### config.mk
export PLATFORM = sky130hd
export DESIGN_NAME = uart_reg_master
export DESIGN_NICKNAME = d
export VERILOG_FILES = /design/src/rtl/uart_master_pkg.sv /design/src/rtl/uart_poll_timer.sv /design/src/rtl/uart_reg_master.sv
export SDC_FILE = /design/constraint.sdc
export NUM_CORES = 1
export LEC_CHECK = 0
export ABC_AREA = 1
export CAP_MARGIN = 10
export CORE_MARGIN = 2
export CORE_UTILIZATION = 40
export DETAILED_ROUTE_END_ITERATION = 12
export PLACE_DENSITY_LB_ADDON = 0.1
export SYNTH_ARGS = -nofsm -noshare
export SYNTH_HDL_FRONTEND = slang
export SYNTH_SLANG_ARGS = --single-unit
export TNS_END_PERCENT = 1
### constraint.sdc
create_clock -name clk_i -period 1.4 [get_ports clk_i]
set_input_delay 0.21 -clock clk_i [delete_from_list [all_inputs] [get_ports clk_i]]
set_output_delay 0.21 -clock clk_i [all_outputs]
set_load 0.01 [all_outputs]
### src/rtl/uart_master_pkg.sv
// Shared types and register-map constants for the UART register-interface master.
package uart_master_pkg;

  typedef enum logic [3:0] {
    IDLE,
    RX_CHK,
    RX_READ,
    RX_CAP,
    RX_CLR,
    TX_DATA,
    TX_CMD,
    TX_WAIT,
    TX_ABORT
  } state_e;

  localparam logic REG_CTRL = 1'b0;
  localparam logic REG_DATA = 1'b1;

  localparam int CTRL_SEND_BIT  = 0;
  localparam int CTRL_RXNEW_BIT = 1;

  localparam logic [7:0] CMD_SEND  = 8'h01;
  localparam logic [7:0] CMD_RXCLR = 8'h02;
  localparam logic [7:0] CMD_ABORT = 8'h00;

endpackage

### src/rtl/uart_poll_timer.sv
// Saturating poll counter: cleared before a send, counts while waiting, flags the limit.
module uart_poll_timer #(
  parameter int POLL_TIMEOUT = 1023
) (
  input  logic                              clk_i,
  input  logic                              reset_i,
  input  logic                              clr_i,
  input  logic                              en_i,
  output logic [$clog2(POLL_TIMEOUT+1)-1:0] count_o,
  output logic                              expired_o
);

  localparam int TW = $clog2(POLL_TIMEOUT + 1);
  localparam logic [TW-1:0] LIMIT = TW'(POLL_TIMEOUT);

  logic [TW-1:0] count_q, count_d;

  // Holds at the limit instead of wrapping back to zero.
  always_comb begin
    count_d = count_q;
    if (clr_i) begin
      count_d = '0;
    end else if (en_i && (count_q != LIMIT)) begin
      count_d = count_q + 1'b1;
    end
  end

  always_ff @(posedge clk_i or posedge reset_i) begin
    if (reset_i) begin
      count_q <= '0;
    end else begin
      count_q <= count_d;
    end
  end

  assign count_o   = count_q;
  assign expired_o = (count_q == LIMIT);

endmodule

### src/rtl/uart_reg_master.sv
// Host-side master for the UART register interface: streams bytes out through
// the data/control registers and polls received bytes into an output stream.
module uart_reg_master
  import uart_master_pkg::*;
#(
  parameter int POLL_TIMEOUT = 1023,
  parameter int DATA_W       = 8
) (
  input  logic              clk_i,
  input  logic              reset_i,
  input  logic [DATA_W-1:0] tx_data_i,
  input  logic              tx_valid_i,
  output logic              tx_ready_o,
  output logic [DATA_W-1:0] rx_data_o,
  output logic              rx_valid_o,
  input  logic              rx_ready_i,
  output logic              reg_sel_o,
  output logic              wr_o,
  output logic [DATA_W-1:0] wdata_o,
  input  logic [DATA_W-1:0] rdata_i,
  output logic              busy_o,
  output logic              tx_done_o,
  output logic              timeout_o
);

  state_e state_q, state_d;

  logic [DATA_W-1:0] tx_byte_q, tx_byte_d;
  logic [DATA_W-1:0] rx_data_q, rx_data_d;
  logic [DATA_W-1:0] wdata_q, wdata_d;
  logic              rx_valid_q, rx_valid_d;
  logic              reg_sel_q, reg_sel_d;
  logic              wr_q, wr_d;
  logic              tx_done_q, tx_done_d;
  logic              timeout_q, timeout_d;

  logic                              tmr_clr, tmr_en, tmr_expired;
  logic [$clog2(POLL_TIMEOUT+1)-1:0] tmr_count;

  assign tmr_clr = (state_q == TX_CMD);
  assign tmr_en  = (state_q == TX_WAIT);

  uart_poll_timer #(
    .POLL_TIMEOUT(POLL_TIMEOUT)
  ) u_poll_timer (
    .clk_i    (clk_i),
    .reset_i  (reset_i),
    .clr_i    (tmr_clr),
    .en_i     (tmr_en),
    .count_o  (tmr_count),
    .expired_o(tmr_expired)
  );

  always_comb begin
    state_d    = state_q;
    tx_byte_d  = tx_byte_q;
    rx_data_d  = rx_data_q;
    rx_valid_d = rx_valid_q;
    tx_done_d  = 1'b0;
    if (rx_valid_q && rx_ready_i) begin
      rx_valid_d = 1'b0;
    end
    case (state_q)
      IDLE: begin
        if (tx_valid_i) begin
          tx_byte_d = tx_data_i;
          state_d   = TX_DATA;
        end else begin
          state_d = RX_CHK;
        end
      end
      // A pending byte is never overwritten; RXNEW stays set until the buffer drains.
      RX_CHK:  state_d = (rdata_i[CTRL_RXNEW_BIT] && !rx_valid_q) ? RX_READ : IDLE;
      RX_READ: state_d = RX_CAP;
      RX_CAP: begin
        rx_data_d  = rdata_i;
        rx_valid_d = 1'b1;
        state_d    = RX_CLR;
      end
      RX_CLR:  state_d = IDLE;
      TX_DATA: state_d = TX_CMD;
      TX_CMD:  state_d = TX_WAIT;
      // Status seen at count zero predates the command write, so it is ignored.
      TX_WAIT: begin
        if ((tmr_count != '0) && !rdata_i[CTRL_SEND_BIT]) begin
          tx_done_d = 1'b1;
          state_d   = IDLE;
        end else if (tmr_expired) begin
          state_d = TX_ABORT;
        end
      end
      TX_ABORT: state_d = IDLE;
      default:  state_d = IDLE;
    endcase
  end

  // Bus outputs are decoded from the next state so they come straight from flops.
  always_comb begin
    reg_sel_d = REG_CTRL;
    wr_d      = 1'b0;
    wdata_d   = '0;
    timeout_d = 1'b0;
    case (state_d)
      RX_READ: reg_sel_d = REG_DATA;
      RX_CLR: begin
        wr_d    = 1'b1;
        wdata_d = DATA_W'(CMD_RXCLR);
      end
      TX_DATA: begin
        reg_sel_d = REG_DATA;
        wr_d      = 1'b1;
        wdata_d   = tx_byte_d;
      end
      TX_CMD: begin
        wr_d    = 1'b1;
        wdata_d = DATA_W'(CMD_SEND);
      end
      TX_ABORT: begin
        wr_d      = 1'b1;
        wdata_d   = DATA_W'(CMD_ABORT);
        timeout_d = 1'b1;
      end
      default: ;
    endcase
  end

  always_ff @(posedge clk_i or posedge reset_i) begin
    if (reset_i) begin
      state_q    <= IDLE;
      tx_byte_q  <= '0;
      rx_data_q  <= '0;
      rx_valid_q <= 1'b0;
      reg_sel_q  <= 1'b0;
      wr_q       <= 1'b0;
      wdata_q    <= '0;
      tx_done_q  <= 1'b0;
      timeout_q  <= 1'b0;
    end else begin
      state_q    <= state_d;
      tx_byte_q  <= tx_byte_d;
      rx_data_q  <= rx_data_d;
      rx_valid_q <= rx_valid_d;
      reg_sel_q  <= reg_sel_d;
      wr_q       <= wr_d;
      wdata_q    <= wdata_d;
      tx_done_q  <= tx_done_d;
      timeout_q  <= timeout_d;
    end
  end

  assign tx_ready_o = (state_q == IDLE);
  assign busy_o     = (state_q != IDLE);
  assign rx_data_o  = rx_data_q;
  assign rx_valid_o = rx_valid_q;
  assign reg_sel_o  = reg_sel_q;
  assign wr_o       = wr_q;
  assign wdata_o    = wdata_q;
  assign tx_done_o  = tx_done_q;
  assign timeout_o  = timeout_q;

endmodule

* Word-level counts from Yosys, hierarchy flattened
Index checks and enable logic that the tools add are counted.
** Operators by class
- Div/mod/pow operators :: 0
- Equal/unequal tests :: 13
- Reduce and logical (&&, ||, !) cells :: 13
- $mul :: 0
- Order comparisons :: 0
- Multiplexer cells :: 17
- Bitwise logic cells :: 0
- Shift operators :: 0
- $add $sub $neg :: 1
** Operators by type and width (count)
- 4-bit case mux with 7 select lines :: 1
- 4-bit by 3-bit equality test with 1-bit output, second input constant :: 6
- 8-bit case mux with 3 select lines :: 1
- 10-bit 2-to-1 mux :: 2
- 8-bit 2-to-1 mux :: 2
- 4-bit by 2-bit equality test with 1-bit output, second input constant :: 3
- 10-bit by 1-bit adder with 10-bit output, second input constant :: 1
- 10-bit equality test, second input constant :: 1
- 10-bit inequality test, second input constant :: 1
- 10-bit nonzero test :: 1
- 4-bit 2-to-1 mux :: 2
- 1-bit 2-to-1 mux :: 7
- 4-bit by 1-bit equality test with 1-bit output, second input constant :: 1
- 4-bit equality test, second input constant :: 1
- 1-bit logical AND :: 4
- 4-bit logical NOT :: 1
- 2-bit nonzero test :: 2
- 4-bit nonzero test :: 1
- 4-bit OR reduction :: 1
- 3-bit 2-to-1 mux :: 1
- 1-bit logical NOT :: 2
- 2-bit 2-to-1 mux :: 1
- 2-bit OR reduction :: 1
** Storage, ports and cells
- Register bits after elaboration :: 43
- Memory bits (writable) :: 0
- Memories kept :: 0
- Logic and storage cells :: 54
- Latch bits :: 0
- Memory bits (read-only) :: 0

* Longest topological paths before layout
- Word-level depth :: 7
- Mapped depth :: 9
- Mapped depth without buffers :: 9

* Cells and area by module
A second synthesis with hierarchy kept.
** Second synthesis, totals
- Cell total of the unflattened synthesis :: 214
- Area, all modules :: 1714.1 sq um
** Modules (own cells, without submodules)
- uart_reg_master :: area an instance 1054.8 sq um, sequential area each 625.6 sq um, cells an instance 122, times used 1
- uart_poll_timer :: area an instance 659.4 sq um, sequential area each 250.2 sq um, cells an instance 92, times used 1

* Worst setup path after synthesis
OpenSTA, ideal clock, no wires.
- Kind :: register to register
- Start :: register u_poll_timer.count_q[0], in the netlist u_poll_timer.count_o[0]
- End :: register state_q[0]
- Slack :: 56 ps
- Stages on the path, launching flop included :: 9
- Arrival :: 1218 ps
- Data required time :: 1274 ps
- Library setup time :: 126 ps
- Cells stage by stage :: dfrtp_1 > ha_1 > nand3_1 > inv_1 > nand3_1 > nand2_2 > inv_2 > nand2_1 > nand3_1
** On the way
- Cells in the longest elaborated chain, start to end :: 4
- Elaborated cells on any way between the ends :: 6
- Those cells by class :: 1 x eq/ne; 3 x mux; 2 x reduce/logical
** Ends and longest elaborated chain
- start: declaration :: line uart_poll_timer.sv:16 : logic [TW-1:0] count_q, count_d;
- start signal: assignment :: line uart_poll_timer.sv:32 : count_q <= count_d;
- 10-bit equality test or 10-bit nonzero test (tied branches) :: line uart_poll_timer.sv:37, uart_reg_master.sv:85
- 4-bit 2-to-1 mux or 1-bit logical AND (tied branches) :: line uart_reg_master.sv:88, uart_reg_master.sv:85
- 4-bit 2-to-1 mux (*) :: line uart_reg_master.sv:85 : if ((tmr_count != '0) && !rdata_i[CTRL_SEND_BIT]) begin
- 4-bit case mux with 7 select lines (*) :: line uart_reg_master.sv:63 : case (state_q)
- net state_d[0] :: line uart_reg_master.sv:26 : state_e state_q, state_d;
- end signal: assignment :: line uart_reg_master.sv:139 : state_q <= state_d;
- end: declaration :: line uart_reg_master.sv:26
Mark *: on every way through the listed nets, which the timed path passes. The rest lies on a longest branch.
A chain may end at the register's enable or synchronous reset.

* Worst setup path in the final report
- Start :: register state_q[3]
- End :: register rx_data_q[5], in the netlist rx_data_o[5]
** On the way
- Cells in the longest elaborated chain, start to end :: 1
** Ends and longest elaborated chain
- 4-bit by 2-bit equality test with 1-bit output :: line uart_reg_master.sv:63
- end signal: assignment :: line uart_reg_master.sv:141 : rx_data_q <= rx_data_d;
- end: declaration :: line uart_reg_master.sv:29 : logic [DATA_W-1:0] rx_data_q, rx_data_d;
No other way between the ends.

==> out/metrics.cfg <==
[run_status]
outcome=finished with violations
violations=setup timing

[power_and_ir_drop]
fin_total_pwr_w=0.00412
leakage_nw=1.30
p_sw_frac=0.339
p_comb_frac=0.432
p_switching_w=0.00140
internal-power_w=0.00273
max-vdd-ir-drop_mv=1.03
p_seq_frac=0.357
powerDensity_nw_per_um2=1730
pwr-share-clk=0.211

[global_routing]
grt_first_pass_wirelength_mm=6.02
grt_use_total=0.179
grt_pass1_vias=1376
grt_start_max_net_pins=36
grt_overflow=0
grt_antenna_before_repair=0

[worst_setup_path]
crit_type=reg -> reg
critPathMaxFanout=13
cp.required_ns=1.57
r2r_slack_ns=-0.0009
rr_startpoint=state_q[3]
cp.arrival_ns=1.57
reg2reg_to=rx_data_o[5]
worstSetupEndpointType=flip-flop
worstSetupStartpointType=flip-flop
reg2reg_depth=5

[timing]
maxSlewHeadroom=0.816
hold_viol=0
rsz0062_at_grt=true
slew_violations=0
worst_slew_pin_slew_ns=0.275
fin_skew_ns=0.0110
setup_ws_ns=-0.000933
setup_violations=1
min_period_over_period=1.00
period_minus_slack_ns=1.40
max_freq_mhz=714

[final_layout]
num_antenna_cells=0
area_delta_synth_final_pct=45.5
multi_input_area_um2=651
fillers=350
drive_above_1_share=0.216
layoutNonFillerInstCount=295
nets=267
ff_latch_area_um2=876

[die]
die_area_um2=4630
die_y_um=68.1
rows=23
die_w_um=68.1
start_util=0.413
io_pins=43
coreArea_um2=3970

[synthesis]
seq_area_frac_synth=0.534
syn_avg_cell_area_um2=9.02
netlist_area_um2=1640
ys_seq_elements=35
syn_inst=182
synth.distinct_cells=23
ys_warn_count=0
syn_nets=204

[placement]
io_buffers=42
place_inst=286
dpl.hpwl_mm=2.77
gp_congestion=0.953

[cts]
cts_max_level=2
tritoncts=yes
cts_sinks=35
clk_transition_reported_paths_ns=0.07
clock_latency_ns=0.29
cts_buffer_depth=2
cts_inserted_buffers=5
cts_root_buf=clkbuf_8
postCtsHoldBufs=0

[detailed_routing]
ant_nets=0
drc_errors=0
drt-pass1-iter-count=4
wire_per_inst_um=12.4
wl_mm=3.66
routed_via_density=4.91
via_count=1447
drt-initial-drc-count=99

[job]
drv_cap=0

[min_path]
worst_hold_path_type=in -> async

## placed cells by master, fill, tap and decap left out, types with 2 or more instances in the layout
cell type	Yosys	layout
nand3_2	2	3
o21ai_0	7	6
dlymetal6s2s_1	0	8
and3_1	2	2
buf_4	1	16
inv_2	3	2
a21o_1	2	2
mux2_2	7	7
clkdlybuf4s50_1	0	29
nand2_1	40	38
inv_1	26	25
nand4_1	7	7
nor2_2	3	3
dfrtp_1	35	35
dlygate4sd2_1	0	3
nand2_2	2	3
xor2_1	2	2
nand2_4	2	3
nor2_1	21	21
clkbuf_8	0	5
inv_4	1	3
nand3_1	12	10
## registers in the layout, summed over array words and instances, names as in the netlist
register              flops
tx_done_o                 1
u_poll_timer.count_o     10
state_q                   4
rx_data_o                 8
wr_o                      1
reg_sel_o                 1
rx_valid_o                1
wdata_o                   8
timeout_o                 1
## per-stage QoR
stage | area [um2] | hold WS, ns | util | setup WS, ns | setup TNS [ns]
final | 2390 | 0.281 | 0.601 | -0.000933 | -0.000933
after global routing | 2390 | 0.301 | 0.601 | -0.0565 | -0.524
after CTS | 2340 | 0.266 | 0.590 | -0.0159 | -0.0210
after detailed placement | 2220 | 0.494 | 0.559 | -0.0442 | -0.192
after global placement | 2220 | 0.472 | 0.559 | 0.0141 | 0
after floorplan | 1640 | 0.306 | - | 0.0561 | 0
## critical path, cell delays in order (launching register included)
cell and delay [ns]:
dfrtp_1 0.41, nor2_2 0.15, buf_4 0.12, buf_4 0.11, nand3_4 0.16, mux2_2 0.32
## area by class of cell
class                           instances  area share
Sequential cell                        35       0.367
Timing Repair Buffer                   59       0.240
Inverter                               30      0.0503
Clock inverter                          2      0.0157
Multi-Input combinational cell        114       0.272
Clock buffer                            5      0.0288
Tap cell                               50      0.0262
## worst max-delay path by stage
stage,startpoint,end,slack (ns),cells past startpoint
floorplan,u_poll_timer.count_o[0],state_q[0],0.06,8
global placement,state_q[3],tx_ready_o,0.01,4
detailed placement,state_q[3],tx_ready_o,-0.04,4
CTS,state_q[2],busy_o,-0.02,3
global route,state_q[3],u_poll_timer.count_o[7],-0.06,8
finish,state_q[3],rx_data_o[5],-0.0009,5
## per-layer routing
metal / GRT usage / vias to the layer above / share of wire
met2: 0.303 / 58 / 0.51
met3: 0.0526 / 6 / 0.066
met4: 0.0825 / 0 / 0.021
met5: 0 / - / 0
met1: 0.207 / 689 / 0.40
li1: - / 694 / -
## synth_stat cells
cell	instances	area, um2
mux2_2	7	78.8
nand3_2	2	20.0
nand4_1	7	43.8
nor2_1	21	78.8
dfrtp_1	35	876
buf_4	1	7.51
nand2_1	40	150
nor3_1	1	5.00
nand3_1	12	60.1
ha_1	2	25.0
xor2_1	2	17.5
buf_6	2	22.5
nor3_4	1	16.3
inv_2	3	11.3
nor2_2	3	18.8
inv_1	26	97.6
and3_1	2	12.5
nand2_2	2	12.5
a21o_1	2	15.0
o21ai_0	7	35.0
xnor2_1	1	8.76
nand2_4	2	22.5
inv_4	1	6.26
## cell families after synthesis
kind of cell | Yosys count | synth area share
AO/OA/AOI/OAI | 9 | 0.0305
XOR/XNOR | 3 | 0.0160
adder cells (fa/ha/maj) | 2 | 0.0152
buffers and inverters | 33 | 0.0884
flip-flops | 35 | 0.534
multiplexers | 7 | 0.0480
AND/OR/NAND/NOR | 93 | 0.268
## what timing repair did
item,in CTS,in global routing
endpoints found under the setup margin,13,32
hold endpoints to repair,0,0
pin swaps,2,4
gates resized for setup,12,19
buffers inserted,2,0
## power by group through the flow
stage | sequential (W) | combinational (W) | clock [W]
global route | 0.00150 | 0.00196 | 0.000957
global placement | 0.00147 | 0.00173 | 0
CTS | 0.00147 | 0.00180 | 0.000895
floorplan | 0.00161 | 0.000808 | 0
detailed placement | 0.00149 | 0.00177 | 0
finish | 0.00147 | 0.00178 | 0.000872
(Power assumes the default switching activity.)
